**src/rtl/npc_redirect_queue.sv**
```systemverilog
// -----------------------------------------------------------------------------
// npc_redirect_queue
// Next-PC generator for the fetch front end. Resolves the dynamic next PC from
// a one-hot source select (trap/CSR, jalr, jal, branch, snpc) and offers it to
// IF over valid/ready. While IF stalls, up to DEPTH targets are queued so no
// redirect is lost; an accepted trap flushes the queue and is presented at once.
//
// Ports
//   I_clk, I_rst     clock, synchronous active-high reset
//   I_req_valid      decode presents an instruction whose next PC is resolved
//   O_req_ready      request can be accepted this cycle
//   I_sel[4:0]       source select: [4] trap, [3] jalr, [2] jal, [1] br, [0] snpc
//   I_rs1_data       jalr base (XLEN)
//   I_imm            offset (XLEN)
//   I_pc, I_snpc     PC of resolving instruction, sequential next PC
//   I_trap_pc        trap/xret target (XLEN)
//   O_pc_valid       O_pc is a valid fetch target
//   I_pc_ready       IF accepts O_pc
//   O_pc             next fetch PC
//   O_misalign       presented target has bit1 set
//   O_count          number of buffered targets
// -----------------------------------------------------------------------------
module npc_redirect_queue #(
    parameter int              XLEN     = 64,
    parameter int              PC_W     = 32,
    parameter int              DEPTH    = 2,
    parameter logic [PC_W-1:0] RESET_PC = PC_W'(32'h80000000),
    localparam int             CW       = $clog2(DEPTH + 1)
) (
    input  logic            I_clk,
    input  logic            I_rst,
    input  logic            I_req_valid,
    output logic            O_req_ready,
    input  logic [4:0]      I_sel,
    input  logic [XLEN-1:0] I_rs1_data,
    input  logic [XLEN-1:0] I_imm,
    input  logic [PC_W-1:0] I_pc,
    input  logic [PC_W-1:0] I_snpc,
    input  logic [XLEN-1:0] I_trap_pc,
    output logic            O_pc_valid,
    input  logic            I_pc_ready,
    output logic [PC_W-1:0] O_pc,
    output logic            O_misalign,
    output logic [CW-1:0]   O_count
);

    localparam int            PW      = (DEPTH > 1) ? $clog2(DEPTH) : 1;
    localparam logic [PW-1:0] LAST    = PW'(DEPTH - 1);
    localparam logic [CW-1:0] DEPTH_C = CW'(DEPTH);

    function automatic logic [PW-1:0] ptr_inc(input logic [PW-1:0] p);
        return (p == LAST) ? '0 : p + 1'b1;
    endfunction

    // Storage: {misalign, target}
    logic [PC_W:0]   r_mem [DEPTH];
    logic [PW-1:0]   r_head, r_tail;
    logic [CW-1:0]   r_count;
    logic [PC_W-1:0] r_last_pc;
    logic            r_last_mis;

    logic [PC_W-1:0] w_base, w_sum, w_tgt;
    logic            w_empty, w_full, w_accept, w_trap, w_push, w_pop;

    // Target computation; trap > jalr > jal|branch > snpc (also covers sel==0)
    always_comb begin
        w_base = I_sel[3] ? I_rs1_data[PC_W-1:0] : I_pc;
        w_sum  = w_base + I_imm[PC_W-1:0];
        if (I_sel[4])                 w_tgt = I_trap_pc[PC_W-1:0];
        else if (I_sel[3])            w_tgt = {w_sum[PC_W-1:1], 1'b0};
        else if (I_sel[2] | I_sel[1]) w_tgt = w_sum;
        else                          w_tgt = I_snpc;
    end

    assign w_empty     = (r_count == '0);
    assign w_full      = (r_count == DEPTH_C);
    // A trap is always accepted: it discards the queue, so it never overflows.
    assign O_req_ready = !w_full || I_sel[4];
    assign w_accept    = I_req_valid && O_req_ready;
    assign w_trap      = w_accept && I_sel[4];
    assign w_pop       = I_pc_ready && !w_empty;
    // Bypass value taken by IF in the same cycle never enters the queue.
    assign w_push      = w_accept && !(w_empty && I_pc_ready);
    assign O_count     = r_count;

    always_comb begin
        O_pc_valid = 1'b1;
        O_pc       = w_tgt;
        O_misalign = w_tgt[1];
        if (w_trap) begin
            O_pc       = w_tgt;
            O_misalign = w_tgt[1];
        end else if (!w_empty) begin
            O_pc       = r_mem[r_head][PC_W-1:0];
            O_misalign = r_mem[r_head][PC_W];
        end else if (!I_req_valid) begin
            O_pc_valid = 1'b0;
            O_pc       = r_last_pc;
            O_misalign = r_last_mis;
        end
    end

    // Entry storage needs no reset: count gates every read.
    always_ff @(posedge I_clk) begin
        if (w_trap && !I_pc_ready)
            r_mem[0] <= {w_tgt[1], w_tgt};
        else if (!w_trap && w_push)
            r_mem[r_tail] <= {w_tgt[1], w_tgt};
    end

    always_ff @(posedge I_clk) begin
        if (I_rst) begin
            r_head     <= '0;
            r_tail     <= '0;
            r_count    <= '0;
            r_last_pc  <= RESET_PC;
            r_last_mis <= 1'b0;
        end else begin
            if (O_pc_valid) begin
                r_last_pc  <= O_pc;
                r_last_mis <= O_misalign;
            end
            if (w_trap) begin
                // Flush; keep only the trap target if IF did not take it.
                r_head <= '0;
                if (I_pc_ready) begin
                    r_tail  <= '0;
                    r_count <= '0;
                end else begin
                    r_tail  <= ptr_inc('0);
                    r_count <= CW'(1);
                end
            end else begin
                if (w_push) r_tail <= ptr_inc(r_tail);
                if (w_pop)  r_head <= ptr_inc(r_head);
                case ({w_push, w_pop})
                    2'b10:   r_count <= r_count + 1'b1;
                    2'b01:   r_count <= r_count - 1'b1;
                    default: r_count <= r_count;
                endcase
            end
        end
    end

endmodule
```
**config.mk**
```make
export PLATFORM = sky130hd
export DESIGN_NAME = npc_redirect_queue
export DESIGN_NICKNAME = d
export VERILOG_FILES = /design/src/rtl/npc_redirect_queue.sv
export SDC_FILE = /design/constraint.sdc
export NUM_CORES = 1
export LEC_CHECK = 0
export ABC_AREA = 1
export CAP_MARGIN = 40
export CORE_ASPECT_RATIO = 1.1
export CORE_MARGIN = 4
export CORE_UTILIZATION = 30
export CTS_BUF_LIST = sky130_fd_sc_hd__clkbuf_16
export CTS_CLUSTER_SIZE = 24
export DETAILED_ROUTE_END_ITERATION = 8
export GPL_TIMING_DRIVEN = 1
export SYNTH_ARGS = -nofsm -noshare
export SYNTH_HDL_FRONTEND = slang
export SYNTH_SLANG_ARGS = --single-unit
export TNS_END_PERCENT = 10
```
**constraint.sdc**
```tcl
create_clock -name I_clk -period 4.6 [get_ports I_clk]
set_input_delay 0.92 -clock I_clk [delete_from_list [all_inputs] [get_ports I_clk]]
set_output_delay 0.92 -clock I_clk [all_outputs]
set_load 0.005 [all_outputs]
```
; Yosys cells after proc, flatten, opt, wreduce, memory -nomap -nowiden
; Memory sizes are Yosys's and may differ from the RTL's. A register that Yosys moved wholly into a read port is not among the register bits.
; Index checks and enable logic that the tools add are counted.
[totals]
regBits = 37
mem_bits_rw = 66
out_inout_bits = 37
elab_cells = 64
memories = 1
[memory_table]
columns = memory, words, width, read_ports, rd_clocked_by_memory_dff, write_ports, line
row1 = r_mem, 2, 33, 1, 1, 1, 56  ; logic [PC_W:0] r_mem [DEPTH];
[op_classes]
n_addsub = 5
eq_ne = 3
muxes = 31
n_bitwise = 1
n_reduce_logical = 18
[ops]
columns = operator, count
row1 = 32-bit 2-to-1 mux, 7
row2 = 33-bit 2-to-1 mux, 1
row3 = 33-bit OR reduction, 1
row4 = 32-bit adder, 1
row5 = 1-bit 2-to-1 mux, 21
row6 = 1-bit logical AND, 7
row7 = 1-bit zero test, 5
row8 = 2-bit equality test (second input constant), 2
row9 = 2-bit case mux with 2 select lines, 1
row10 = 3-bit nonzero test, 1
row11 = 1-bit adder (second input constant), 2
row12 = 2-bit by 1-bit adder with 2-bit output (second input constant), 1
row13 = 2-bit by 1-bit equality test with 1-bit output (second input constant), 1
row14 = 2-bit zero test, 1
row15 = 2-bit 2-to-1 mux, 1
row16 = 2-bit nonzero test, 1
row17 = 2-bit OR reduction, 1
row18 = 2-bit by 1-bit subtractor with 2-bit output (second input constant), 1
row19 = 1-bit logical OR, 1
row20 = 1-bit bitwise OR, 1

; Logic depth before layout (Yosys ltp)
[depth]
depth_word = 12
mapped_depth = 20

; Worst setup path before layout
; OpenSTA, ideal clock, no wires.
[synth_timing]
path_kind = in2reg
from = in I_sel[4]
to = mem r_mem[0][0] (netlist bit), enable pin
setup_time_ns = 0.468
arrival_ns = 3.826
slack_ns = 0.306
stages = 7
path_buffers = 1
path_cell_list = buf_2 -> inv_2 -> nand3_1 -> o211ai_2 -> inv_1 -> nand2_1 -> o21ai_0
[synth_via]
elab_chain_len = 10
elab_cells_between_ends = 15
classes_between = mux: 7 / reduce/logical: 8
[synth_rtl]
columns = item, line
row1 = from (decl), 34  ; input logic [4:0] I_sel,
row2 = 1-bit logical OR *, 78  ; assign O_req_ready = !w_full || I_sel[4];
row3 = via O_req_ready, 33  ; output logic O_req_ready,
row4 = 1-bit logical AND *, 79  ; assign w_accept = I_req_valid && O_req_ready;
row5 = 1-bit logical AND, 80  ; assign w_trap = w_accept && I_sel[4];
row6 = 1-bit zero test, 107  ; else if (!w_trap && w_push)
row7 = 1-bit logical AND, 107
row8 = 1-bit 2-to-1 mux, 107
row9 = 1-bit 2-to-1 mux, 105  ; if (w_trap && !I_pc_ready)
row10 = 1-bit 2-to-1 mux (implied by the code), 108  ; r_mem[r_tail] <= {w_tgt[1], w_tgt};
row11 = 33-bit OR reduction (no source line), --
row12 = 1-bit 2-to-1 mux (no source line), --
row13 = to (decl), 56
; Mark *: on every way through the listed nets, which the timed path passes. The rest lies on a longest branch.

; Worst setup path after layout
[layout_timing]
from = in I_sel[3]
to = out O_pc[29]
[layout_via]
elab_chain_len = 8
[layout_rtl]
columns = item, line
row1 = 32-bit 2-to-1 mux, 67  ; w_base = I_sel[3] ? I_rs1_data[PC_W-1:0] : I_pc;
row2 = 32-bit adder, 68  ; w_sum = w_base + I_imm[PC_W-1:0];
row3 = 32-bit 2-to-1 mux, 71  ; else if (I_sel[2] | I_sel[1]) w_tgt = w_sum;
row4 = 32-bit 2-to-1 mux *, 70  ; else if (I_sel[3]) w_tgt = {w_sum[PC_W-1:1], 1'b0};
row5 = 32-bit 2-to-1 mux *, 69  ; if (I_sel[4]) w_tgt = I_trap_pc[PC_W-1:0];
row6 = via w_tgt[29], 62  ; logic [PC_W-1:0] w_base, w_sum, w_tgt;
row7 = 32-bit 2-to-1 mux, 96  ; end else if (!I_req_valid) begin
row8 = 32-bit 2-to-1 mux, 93  ; end else if (!w_empty) begin
row9 = 32-bit 2-to-1 mux *, 90  ; if (w_trap) begin
row10 = to (decl), 42  ; output logic [PC_W-1:0] O_pc,
; Marked as above.

==> impl_metrics.json <==
{
  "outcome": "completed",
  "start_util": 0.306,
  "power_frac_seq": 0.334,
  "hold_path_class": "flip-flop to flip-flop",
  "place.gp.congestion": 0.886,
  "h-tree-depth": 3,
  "diodes": 0,
  "cts_hold_buf": 0,
  "swShare": 0.348,
  "insertion_delay_ns": 0.34,
  "track_usage": 0.176,
  "dp_hpwl_mm": 20.4,
  "synth_top_area_cell": "edfxtp_1",
  "cell_internal_pwr_mw": 2.16,
  "cts_tree": "done",
  "drtIter0Drc": 478,
  "rows": 61,
  "synth_compound_area_frac": 0.124,
  "rsz0062_at_grt": "true",
  "first_global_vias": 7889,
  "fmax_ghz": 0.221,
  "wl_per_cell_um": 14.2,
  "combPwrFrac": 0.452,
  "drcViolationCount": 0,
  "slowest_delay_ns": 0.52,
  "worstPathBufferInverterCount": 5,
  "synth.net_count": 1501,
  "yosysMostFrequentCell": "nand2_1",
  "cts_max_path_buffers": 2,
  "syn_avg_cell_area_um2": 6.46,
  "synth_top_family_by_area": "simple AND/OR/NAND/NOR gates",
  "cpMostUsedCell": "nand2_1",
  "syn2layout_area_growth_pct": 48.6,
  "cts_buffers": 9,
  "synth-seq-cells": 102,
  "worst_ep_required_time_ns": 3.68,
  "ff2ff_setup_slack_ns": 2.18,
  "io_pins": 302,
  "dieArea_um2": 28600,
  "cpMaxStageDelayCell": "clkdlybuf4s50_1",
  "synth_top_area_frac": 0.247,
  "die_y_um": 177,
  "power.switching_mw": 1.15,
  "clk_pin_slew_worst_paths_ns": 0.07,
  "synth_common_cells": "468 x nand2_1, 152 x inv_1, 88 x nor2_1, 82 x o21ai_0, 74 x nand3_1",
  "netlist_instances": 1204,
  "synthMuxAreaShare": 0,
  "synth_fa_ha_area_frac": 0.0525,
  "synth-main-ff-cell": "edfxtp_1",
  "die_x_um": 162,
  "clock-root-buffer": "clkbuf_16",
  "postRouteAntennaNets": 0,
  "clock-sinks": 102,
  "clock_skew_ns": 0.00668,
  "netlist_top_cells_area": "edfxtp_1 25%, nand2_1 23%, dfxtp_1 9.8%",
  "grt_pass1_wl_mm": 40.1,
  "viasPerCell": 4.53,
  "p_total_mw": 3.31,
  "power_density_nw_per_um2": 287,
  "slew_headroom": 0.593,
  "synth-simple-area-share": 0.358,
  "synth_xor_area_frac": 0.0169,
  "async_reset_ff_frac": 0,
  "p_leak_nw": 5.43,
  "firstDrtPassIters": 5,
  "p_clk_frac": 0.213,
  "report.final.slew_viol_count": 0,
  "finalWirelength_mm": 25.9,
  "setup_viol": 0,
  "place_ws_ns": -0.388,
  "yosysSeqAreaShare": 0.345,
  "maxCapViolCount": 0,
  "criticalPathCategory": "input port to output pin",
  "peakVddDrop_uv": 255,
  "crit_path_max_fanout": 28,
  "overflow": 0,
  "worstMarginPinSlew_ns": 0.602,
  "stdcell_count": 1825,
  "fin_ws_ns": 0.0797,
  "fin_nets": 1771,
  "yosysWarnings": 0,
  "drive_gt1_frac": 0.162,
  "critical_path.startpoint_type": "input port",
  "worstPathArrival_ns": 3.60,
  "core_area_um2": 25400,
  "syn_area_um2": 7780,
  "n_fill_cell": 2604,
  "synth_cell_types": 41,
  "synth_edf_count": 64,
  "finalHoldViolCount": 0,
  "vias": 8261,
  "cp-end-kind": "output pin",
  "period_needed_ns": 4.52,
  "antenna_found_initial": 3,
  "dp_cells": 1808,
  "grt_start_max_net_pins": 40,
  "placement.io_buffers": 204,
  "finalCritPeriodShare": 0.983,
  "crit_chain": "clkdlybuf4s15_2, inv_2, buf_12, nand2_1, nand2_1, ha_4, nand2_1, buf_4, nor2_2, nand2_1, nor2_1, nand2_1, nand2_1, nand2_1, nand3_1, nand2_1, nand2_2, nand2_1, nand2_1, clkdlybuf4s50_1",
  "cp_top_family": "simple AND/OR/NAND/NOR gates"
}
[worst min-delay path: stages (launching register included)]
cell and delay, ns:
dfxtp_1 0.31, nand2_1 0.07, a21oi_1 0.06
[flip-flops by register name, indices dropped and copies added, names as in the netlist, named ones only]
name,flops
r_mem,64
r_tail,1
r_head,1
O_count,2
r_last_mis,1
r_last_pc,32
[per-layer routing]
layer  GRT usage  up-vias  routed length [um]
li1            -     4345                   -
met1       0.222     3682               11300
met2       0.317      200               12900
met3      0.0252       28                1320
met4      0.0409        6                 364
met5           0        -                  34
[layout make-up]
type / count / area (um2) / area share
clock buffers: 9 / 225 / 0.0195
multi-input cells: 901 / 4700 / 0.407
clock inverters: 7 / 51.3 / 0.00444
flip-flops and latches: 102 / 2680 / 0.232
repair buffers: 305 / 2880 / 0.249
well taps: 346 / 433 / 0.0375
inverters: 155 / 582 / 0.0503
[per-stage QoR]
step / util / instance area (um2) / hold WS [ns] / TNS [ns]
CTS: 0.439 / 11200 / 0.487 / -0.00281
detailed placement: 0.427 / 10900 / 0.476 / -8.57
global route: 0.455 / 11600 / 0.520 / -1.80
global placement: 0.426 / 10800 / 0.470 / -8.22
floorplan: - / 7780 / 0.460 / 0
finish: 0.455 / 11600 / 0.488 / 0
[layout by cell type (no fill, tap or decap), types with 21 or more instances in the layout]
cell type,count
buf_4,95
a21oi_1,44
inv_1,153
nand2_2,41
nand2_1,449
edfxtp_1,64
clkdlybuf4s50_1,199
nor2_1,82
ha_4,21
dfxtp_1,38
nand3_1,70
o21ai_0,81
[worst paths after layout]
path,endpoint,cells past startpoint,startpoint
hold / removal,flip-flop,2,r_head
setup reg to reg,r_mem[0][14],8,O_count[1]
setup / recovery,O_pc[29],20,I_sel[3]
hold reg to reg,flip-flop,2,r_head
[what timing repair did]
item | CTS | global route
buffers inserted | 0 | 1
hold endpoints to repair | 0 | 0
setup endpoints to repair | 30 | 28
pin swaps | 0 | 4
resized for setup | 12 | 72
[cells by family after synthesis]
logic type | count (synthesis)
xor+xnor | 15
simple gates | 678
fa+ha+maj | 32
compound gates | 176
buf+inv | 201
flops | 102
[power groups by stage]
stage	Sequential (mW)	Clock [mW]	Combinational, mW
6_report	1.11	0.706	1.50
3_3_place_gp	1.12	0	1.42
3_5_place_dp	1.13	0	1.44
2_1_floorplan	1.12	0	0.730
4_1_cts	1.11	0.718	1.44
5_1_grt	1.11	0.753	1.68
Power figures use the tool's default switching activity.
